`src/rtl/m_regfile_sb_if.sv`:
```
// Register-file / scoreboard bus bundle.
//   master: drives read addresses, writeback, issue and flush requests
//   slave : returns read data, per-port busy flags, issue grant and ready
interface m_regfile_sb_if #(
    parameter int unsigned WIDTH = 32,
    parameter int unsigned NREG  = 32,
    parameter int unsigned NRD   = 2
);
    localparam int unsigned AW = (NREG > 1) ? $clog2(NREG) : 1;

    logic [NRD*AW-1:0]    w_rr;
    logic [NRD*WIDTH-1:0] r_rdata;
    logic [NRD-1:0]       w_busy;
    logic [AW-1:0]        w_wr;
    logic                 w_we;
    logic [WIDTH-1:0]     w_wdata;
    logic                 w_iss;
    logic [AW-1:0]        w_iss_rd;
    logic                 w_iss_ok;
    logic                 w_flush;
    logic                 r_ready;

    modport master (
        output w_rr, w_wr, w_we, w_wdata, w_iss, w_iss_rd, w_flush,
        input  r_rdata, w_busy, w_iss_ok, r_ready
    );

    modport slave (
        input  w_rr, w_wr, w_we, w_wdata, w_iss, w_iss_rd, w_flush,
        output r_rdata, w_busy, w_iss_ok, r_ready
    );
endinterface

```
`src/rtl/m_regfile_sb.sv`:
```
// Multi-read-port register file with per-register pending-write scoreboard.
// After reset an init sweep zeroes every register (one per cycle), then the
// block runs: combinational reads with same-cycle write bypass, one write
// port, issue reservations counted per destination and released on writeback.
// Ports:
//   w_clk  clock, w_rst synchronous active-high reset
//   bus    m_regfile_sb_if slave: w_rr/r_rdata/w_busy read side,
//          w_we/w_wr/w_wdata writeback, w_iss/w_iss_rd/w_iss_ok issue,
//          w_flush clears reservations, r_ready marks end of init sweep
module m_regfile_sb #(
    parameter int unsigned WIDTH = 32,
    parameter int unsigned NREG  = 32,
    parameter int unsigned NRD   = 2,
    parameter int unsigned CW    = 2
) (
    input  logic           w_clk,
    input  logic           w_rst,
    m_regfile_sb_if.slave  bus
);
    localparam int unsigned AW = (NREG > 1) ? $clog2(NREG) : 1;
    localparam logic [CW-1:0] CNT_MAX = {CW{1'b1}};

    typedef enum logic {ST_INIT, ST_RUN} state_e;

    state_e           state_q, state_d;
    logic [AW-1:0]    idx_q, idx_d;
    logic [WIDTH-1:0] regs_q [NREG];
    logic [CW-1:0]    cnt_q  [NREG];
    logic [CW-1:0]    cnt_d  [NREG];

    logic                 run_c;
    logic                 wb_c;
    logic                 iss_ok_c;
    logic                 iss_fire_c;
    logic [NRD*WIDTH-1:0] rdata_c;
    logic [NRD-1:0]       busy_c;

    // State and sweep index register
    always_ff @(posedge w_clk) begin
        if (w_rst) begin
            state_q <= ST_INIT;
            idx_q   <= '0;
        end else begin
            state_q <= state_d;
            idx_q   <= idx_d;
        end
    end

    // Next state: sweep walks 0..NREG-1 then enters RUN; idx wraps back to 0
    always_comb begin
        state_d = state_q;
        idx_d   = idx_q;
        case (state_q)
            ST_INIT: begin
                idx_d = idx_q + AW'(1);
                if (idx_q == AW'(NREG - 1)) begin
                    state_d = ST_RUN;
                end
            end
            ST_RUN: begin
                state_d = ST_RUN;
            end
        endcase
    end

    assign run_c      = (state_q == ST_RUN);
    assign wb_c       = bus.w_we && run_c && (bus.w_wr != '0);
    // A full counter may still take an issue when the same register retires now
    assign iss_ok_c   = run_c && !w_rst &&
                        ((bus.w_iss_rd == '0) ||
                         (cnt_q[bus.w_iss_rd] != CNT_MAX) ||
                         (wb_c && (bus.w_wr == bus.w_iss_rd)));
    assign iss_fire_c = bus.w_iss && iss_ok_c && (bus.w_iss_rd != '0);

    // Data array: sweep zeroing during init, writeback during run
    always_ff @(posedge w_clk) begin
        if (!w_rst) begin
            if (!run_c) begin
                regs_q[idx_q] <= '0;
            end else if (wb_c) begin
                regs_q[bus.w_wr] <= bus.w_wdata;
            end
        end
    end

    // Pending counters: issue and writeback to the same register cancel out
    always_comb begin : p_cnt_next
        logic inc;
        logic dec;
        inc = 1'b0;
        dec = 1'b0;
        for (int i = 0; i < int'(NREG); i++) begin
            cnt_d[i] = cnt_q[i];
            inc      = iss_fire_c && (bus.w_iss_rd == AW'(i));
            dec      = wb_c && (bus.w_wr == AW'(i));
            if (bus.w_flush) begin
                cnt_d[i] = '0;
            end else if (inc && !dec) begin
                cnt_d[i] = cnt_q[i] + CW'(1);
            end else if (dec && !inc && (cnt_q[i] != '0)) begin
                cnt_d[i] = cnt_q[i] - CW'(1);
            end
        end
    end

    always_ff @(posedge w_clk) begin
        for (int i = 0; i < int'(NREG); i++) begin
            if (w_rst) begin
                cnt_q[i] <= '0;
            end else begin
                cnt_q[i] <= cnt_d[i];
            end
        end
    end

    // Read ports with bypass; busy clears when the last pending write lands now
    always_comb begin : p_read
        logic [AW-1:0] ra;
        logic          hit;
        ra      = '0;
        hit     = 1'b0;
        rdata_c = '0;
        busy_c  = '0;
        for (int k = 0; k < int'(NRD); k++) begin
            ra  = bus.w_rr[k*AW +: AW];
            hit = wb_c && (bus.w_wr == ra);
            if (run_c && (ra != '0)) begin
                rdata_c[k*WIDTH +: WIDTH] = hit ? bus.w_wdata : regs_q[ra];
                busy_c[k] = !w_rst &&
                            ((cnt_q[ra] > CW'(1)) ||
                             ((cnt_q[ra] == CW'(1)) && !hit));
            end
        end
    end

    assign bus.r_rdata  = rdata_c;
    assign bus.w_busy   = busy_c;
    assign bus.w_iss_ok = iss_ok_c;
    assign bus.r_ready  = run_c;

endmodule

```
`src/flat_wrapper.sv`:
```
// flat-port wrapper written by rule: the top's interface ports become plain ports
module m_regfile_sb_flat 
#(
    parameter int unsigned WIDTH = 32,
    parameter int unsigned NREG  = 32,
    parameter int unsigned NRD   = 2,
    parameter int unsigned CW    = 2
)
  (w_clk, w_rst, bus_w_rr, bus_w_wr, bus_w_we, bus_w_wdata, bus_w_iss, bus_w_iss_rd, bus_w_flush, bus_r_rdata, bus_w_busy, bus_w_iss_ok, bus_r_ready);
  m_regfile_sb_if #(.WIDTH(WIDTH), .NREG(NREG), .NRD(NRD)) bus_i ();
  input  logic w_clk;
  input  logic w_rst;
  input wire logic [$bits(bus_i.w_rr)-1:0] bus_w_rr;
  input wire logic [$bits(bus_i.w_wr)-1:0] bus_w_wr;
  input wire logic [$bits(bus_i.w_we)-1:0] bus_w_we;
  input wire logic [$bits(bus_i.w_wdata)-1:0] bus_w_wdata;
  input wire logic [$bits(bus_i.w_iss)-1:0] bus_w_iss;
  input wire logic [$bits(bus_i.w_iss_rd)-1:0] bus_w_iss_rd;
  input wire logic [$bits(bus_i.w_flush)-1:0] bus_w_flush;
  output wire logic [$bits(bus_i.r_rdata)-1:0] bus_r_rdata;
  output wire logic [$bits(bus_i.w_busy)-1:0] bus_w_busy;
  output wire logic [$bits(bus_i.w_iss_ok)-1:0] bus_w_iss_ok;
  output wire logic [$bits(bus_i.r_ready)-1:0] bus_r_ready;
  assign bus_i.w_rr = bus_w_rr;
  assign bus_i.w_wr = bus_w_wr;
  assign bus_i.w_we = bus_w_we;
  assign bus_i.w_wdata = bus_w_wdata;
  assign bus_i.w_iss = bus_w_iss;
  assign bus_i.w_iss_rd = bus_w_iss_rd;
  assign bus_i.w_flush = bus_w_flush;
  assign bus_r_rdata = bus_i.r_rdata;
  assign bus_w_busy = bus_i.w_busy;
  assign bus_w_iss_ok = bus_i.w_iss_ok;
  assign bus_r_ready = bus_i.r_ready;
  m_regfile_sb #(.WIDTH(WIDTH), .NREG(NREG), .NRD(NRD), .CW(CW)) u_core (.w_clk(w_clk), .w_rst(w_rst), .bus(bus_i));
endmodule
```
`config.mk`:
```
export PLATFORM = sky130hd
export DESIGN_NAME = m_regfile_sb_flat
export DESIGN_NICKNAME = d
export VERILOG_FILES = /design/src/rtl/m_regfile_sb_if.sv /design/src/rtl/m_regfile_sb.sv /design/src/flat_wrapper.sv
export SDC_FILE = /design/constraint.sdc
export NUM_CORES = 2
export LEC_CHECK = 0
export ABC_CLOCK_PERIOD_IN_PS = 6030
export BUFFER_PORTS_ARGS = -buffer_cell sky130_fd_sc_hd__buf_2
export CAP_MARGIN = 25
export CORE_MARGIN = 3
export CORE_UTILIZATION = 45
export DETAILED_ROUTE_END_ITERATION = 10
export GPL_ROUTABILITY_DRIVEN = 0
export PLACE_DENSITY = 0.7
export SYNTH_ARGS = -nofsm -noshare
export SYNTH_HDL_FRONTEND = slang
export SYNTH_SLANG_ARGS = --single-unit
```
`constraint.sdc`:
```
create_clock -name w_clk -period 6.03 [get_ports w_clk]
set_input_delay 0.3015 -clock w_clk [delete_from_list [all_inputs] [get_ports w_clk]]
set_output_delay 0.3015 -clock w_clk [all_outputs]
set_load 0.005 [all_outputs]
```
==> results.yml <==
power_and_ir_drop:
  switching_power_mw: 3.650
  combPwrFrac_pct: 7.1
  intPower_mw: 12.48
  swShare_pct: 22.63
  p_seq_share_pct: 51.2
  pwr-share-clk_pct: 41.7
  p_leak_nw: 18.04
  peakVddDrop_mv: 0.2183
  cellPowerDensity_nw_per_um2: 263.5
finish:
  n_fill_cell: 9217
  drive_gt1_share_pct: 36.77
  nets: 3049
  area_growth_pct: 12.56
  final_cell_mix: "edfxtp_1 (1024), mux4_2 (690), nor2_1 (136)"
  final_cell_count_no_fill: 4682
  layout_commonest_cell: "edfxtp_1"
timing:
  fmax_ghz: 0.2305
  setup_tns_ns: 0
  fin_crit_sh_pct: 71.94
  setup_viol: 0
  finalCriticalPeriod_ns: 4.338
  finalClockSkew_ns: 0.05208
  rsz0062_at_grt: "no"
  relSlewSlack_pct: 26.05
  slew_violations: 0
  final_hold_viol_count: 0
  tightest_slew_ns: 1.109
logic_synthesis:
  synth_edf_count: 1024
  synth.distinct_cells: 61
  synth_top_family_by_area: "multiplexers"
  yosys.area_share.simple_pct: 4.661
  avgSynthCellArea_sq_um: 18.73
  yosys_warnings: 0
  synthAdderAreaFrac_pct: 0.04602
  ys_seq_elements: 1094
  ys_async_sr_fraction_pct: 0
  synth_compound_area_share_pct: 3.679
  syn_area_sq_um: 54380
  synth_ff_type: "edfxtp_1"
  ys_seq_area_share_pct: 59.12
  synth_cells: 2903
  synthMuxAreaShare_pct: 30.03
  synth_xor_area_share_pct: 0.2899
  synth_nets: 2962
setup_path:
  cp-end-kind: "register"
  reg2reg_from: "u_core.bus.r_ready"
  worstPathRequired_ns: 6.43
  r2r_slack_ns: 1.69
  critPathArrivalTime_ns: 4.74
  r2r-end: "u_core.regs_q[18][25]"
  crit_type: "register to register"
  cp_max_fo: 21
  start_kind: "register"
  reg2regPathDepth: 7
route:
  via_per_inst: 6.914
  drc: 0
  drtPass1Iterations: 8
  detail-route-antenna-nets: 0
  vias: 32370
  wl_um: 154600
  drtIter0Drc: 5032
  avgRoutedWirePerCell_um: 33.02
floorplanning:
  dieArea_sq_um: 125100
  die_x_um: 353.6
  coreArea_sq_um: 119000
  start_util_pct: 45.69
  die_h_um: 353.6
  fp-row-count: 126
  ios: 125
clocking:
  clock-root-buffer: "clkbuf_16"
  cts_resized: 0
  clock_sinks: 1094
  ctsHtreeMaxLevel: 3
  cts_tree: "yes"
  cts_made_buffers: 110
  clk_latency_ns: 0.70
  clockBufferDepth: 3
  cts.clk_slew.worst_paths_ns: 0.06
min_path:
  hp-class: "input pin to register"
  min_path_cells: 2
  min-delay-start: "bus_w_wdata[20]"
  hold_path_end: "u_core.regs_q[5][20]"
global_route:
  grt_first_pass_wirelength_um: 226400
  antenna_found_initial: 5
  grt_max_degree: 113
  grt_use_total_pct: 24.54
  grt_pass1_vias: 32289
  grt.overflow.total: 0
place:
  io_buffer_count: 124
  dp.cells: 4460
  dp_hpwl_um: 97990
job:
  drv_cap: 0
run_status:
  status: "finished clean"
power groups by stage:
stage	logic, mW	clock network, mW	registers [mW]
finish	1.15	6.72	8.25
global route	1.20	7.11	8.25
CTS	1.15	6.81	8.25
detailed placement	1.15	0	8.41
global placement	1.12	0	8.41
floorplan	0.780	0	8.41
area by class of cell:
class                           instances  area (sq um)  area share, %
Sequential cell                      1094         32150          52.52
Multi-Input combinational cell       1552         21330          34.85
Clock buffer                          134          2874          4.695
Timing Repair Buffer                  229          2196          3.587
Tap cell                             1600          2002          3.271
Clock inverter                         69         644.4          1.053
Inverter                                3         11.26        0.01840
Antenna cell                            1         2.502       0.004088
kinds of logic after synthesis:
logic type	after synthesis
compound gates	264
mux	764
xor+xnor	18
simple gates	504
flops	1094
fa+ha+maj	2
buf+inv	257
repair_timing:
item / in CTS / in global routing
hold endpoints to repair: 6 / 0
buffers inserted: 0 / 0
hold buffers: 1 / 0
sequential cells by signal (all words and copies together) (netlist names):
register	count
u_core.cnt_q	64
u_core.regs_q	1024
u_core.bus.r_ready	1
u_core.idx_q	5
worst max path at each step:
stage,startpoint,end,slack [ns],depth (start not counted)
5_1_grt,u_core.bus.r_ready,u_core.regs_q[18][30],1.46,7
6_report,u_core.bus.r_ready,u_core.regs_q[18][25],1.69,7
3_3_place_gp,u_core.bus.r_ready,u_core.regs_q[5][13],1.27,7
3_5_place_dp,u_core.bus.r_ready,u_core.regs_q[18][29],1.74,7
4_1_cts,u_core.bus.r_ready,u_core.regs_q[18][25],1.75,7
2_1_floorplan,bus_w_wr[3],u_core.regs_q[0][0],2.67,8
synthesized netlist by cell type, types with 9 or more instances:
library cell	instances	area [sq um]
a211oi_1	90	675.7
a21oi_1	9	45.04
a22o_1	16	140.1
a22oi_1	12	90.09
a31oi_1	10	62.56
a32o_1	12	120.1
and2_1	35	219.0
and3_1	24	150.1
buf_1	20	75.07
buf_2	82	410.4
buf_4	20	150.1
clkbuf_1	128	480.5
dfxtp_1	70	1401
edfxtp_1	1024	30750
mux2i_1	70	700.7
mux4_2	690	15540
nand2_1	80	300.3
nand2b_1	10	62.56
nand3_1	31	155.2
nand4b_1	23	201.4
nor2_1	169	634.4
nor2b_1	9	56.30
nor3_1	69	345.3
o2111ai_1	12	105.1
o211ai_1	33	247.7
o21ai_0	36	180.2
or3_1	18	112.6
xor2_1	13	113.9
critical path, cell delays in order (launching register included):
cell	delay, ns
dfxtp_1	0.85
nand2_1	0.29
a211oi_4	0.39
buf_8	0.25
mux2i_1	0.61
nand2_1	0.44
nor2_4	0.82
buf_4	0.38
stage by stage:
step | utilization, % | power [mW] | hold slack (ns) | worst slack, ns | instance area [sq um]
2_1_floorplan | - | 9.186 | 0.4258 | 2.665 | 54380
3_3_place_gp | 47.69 | 9.534 | 0.4422 | 1.270 | 56760
3_5_place_dp | 48.13 | 9.560 | 0.4520 | 1.738 | 57280
4_1_cts | 51.09 | 16.21 | 0.09364 | 1.746 | 60810
5_1_grt | 51.42 | 16.57 | 0.1210 | 1.461 | 61210
6_report | 51.43 | 16.13 | 0.1211 | 1.692 | 61210
metal layers:
layer  wire length [um]  part of all wire (%)  track usage, %  up-vias
met5                 26                 0.017               0        -
met4               4894                   3.2           7.076        4
met3              19040                    12           6.264      278
met2              72860                    47           37.88     2199
met1              57790                    37           34.81    17115
li1                   -                     -               -    12774
Power figures use the tool's default switching activity.
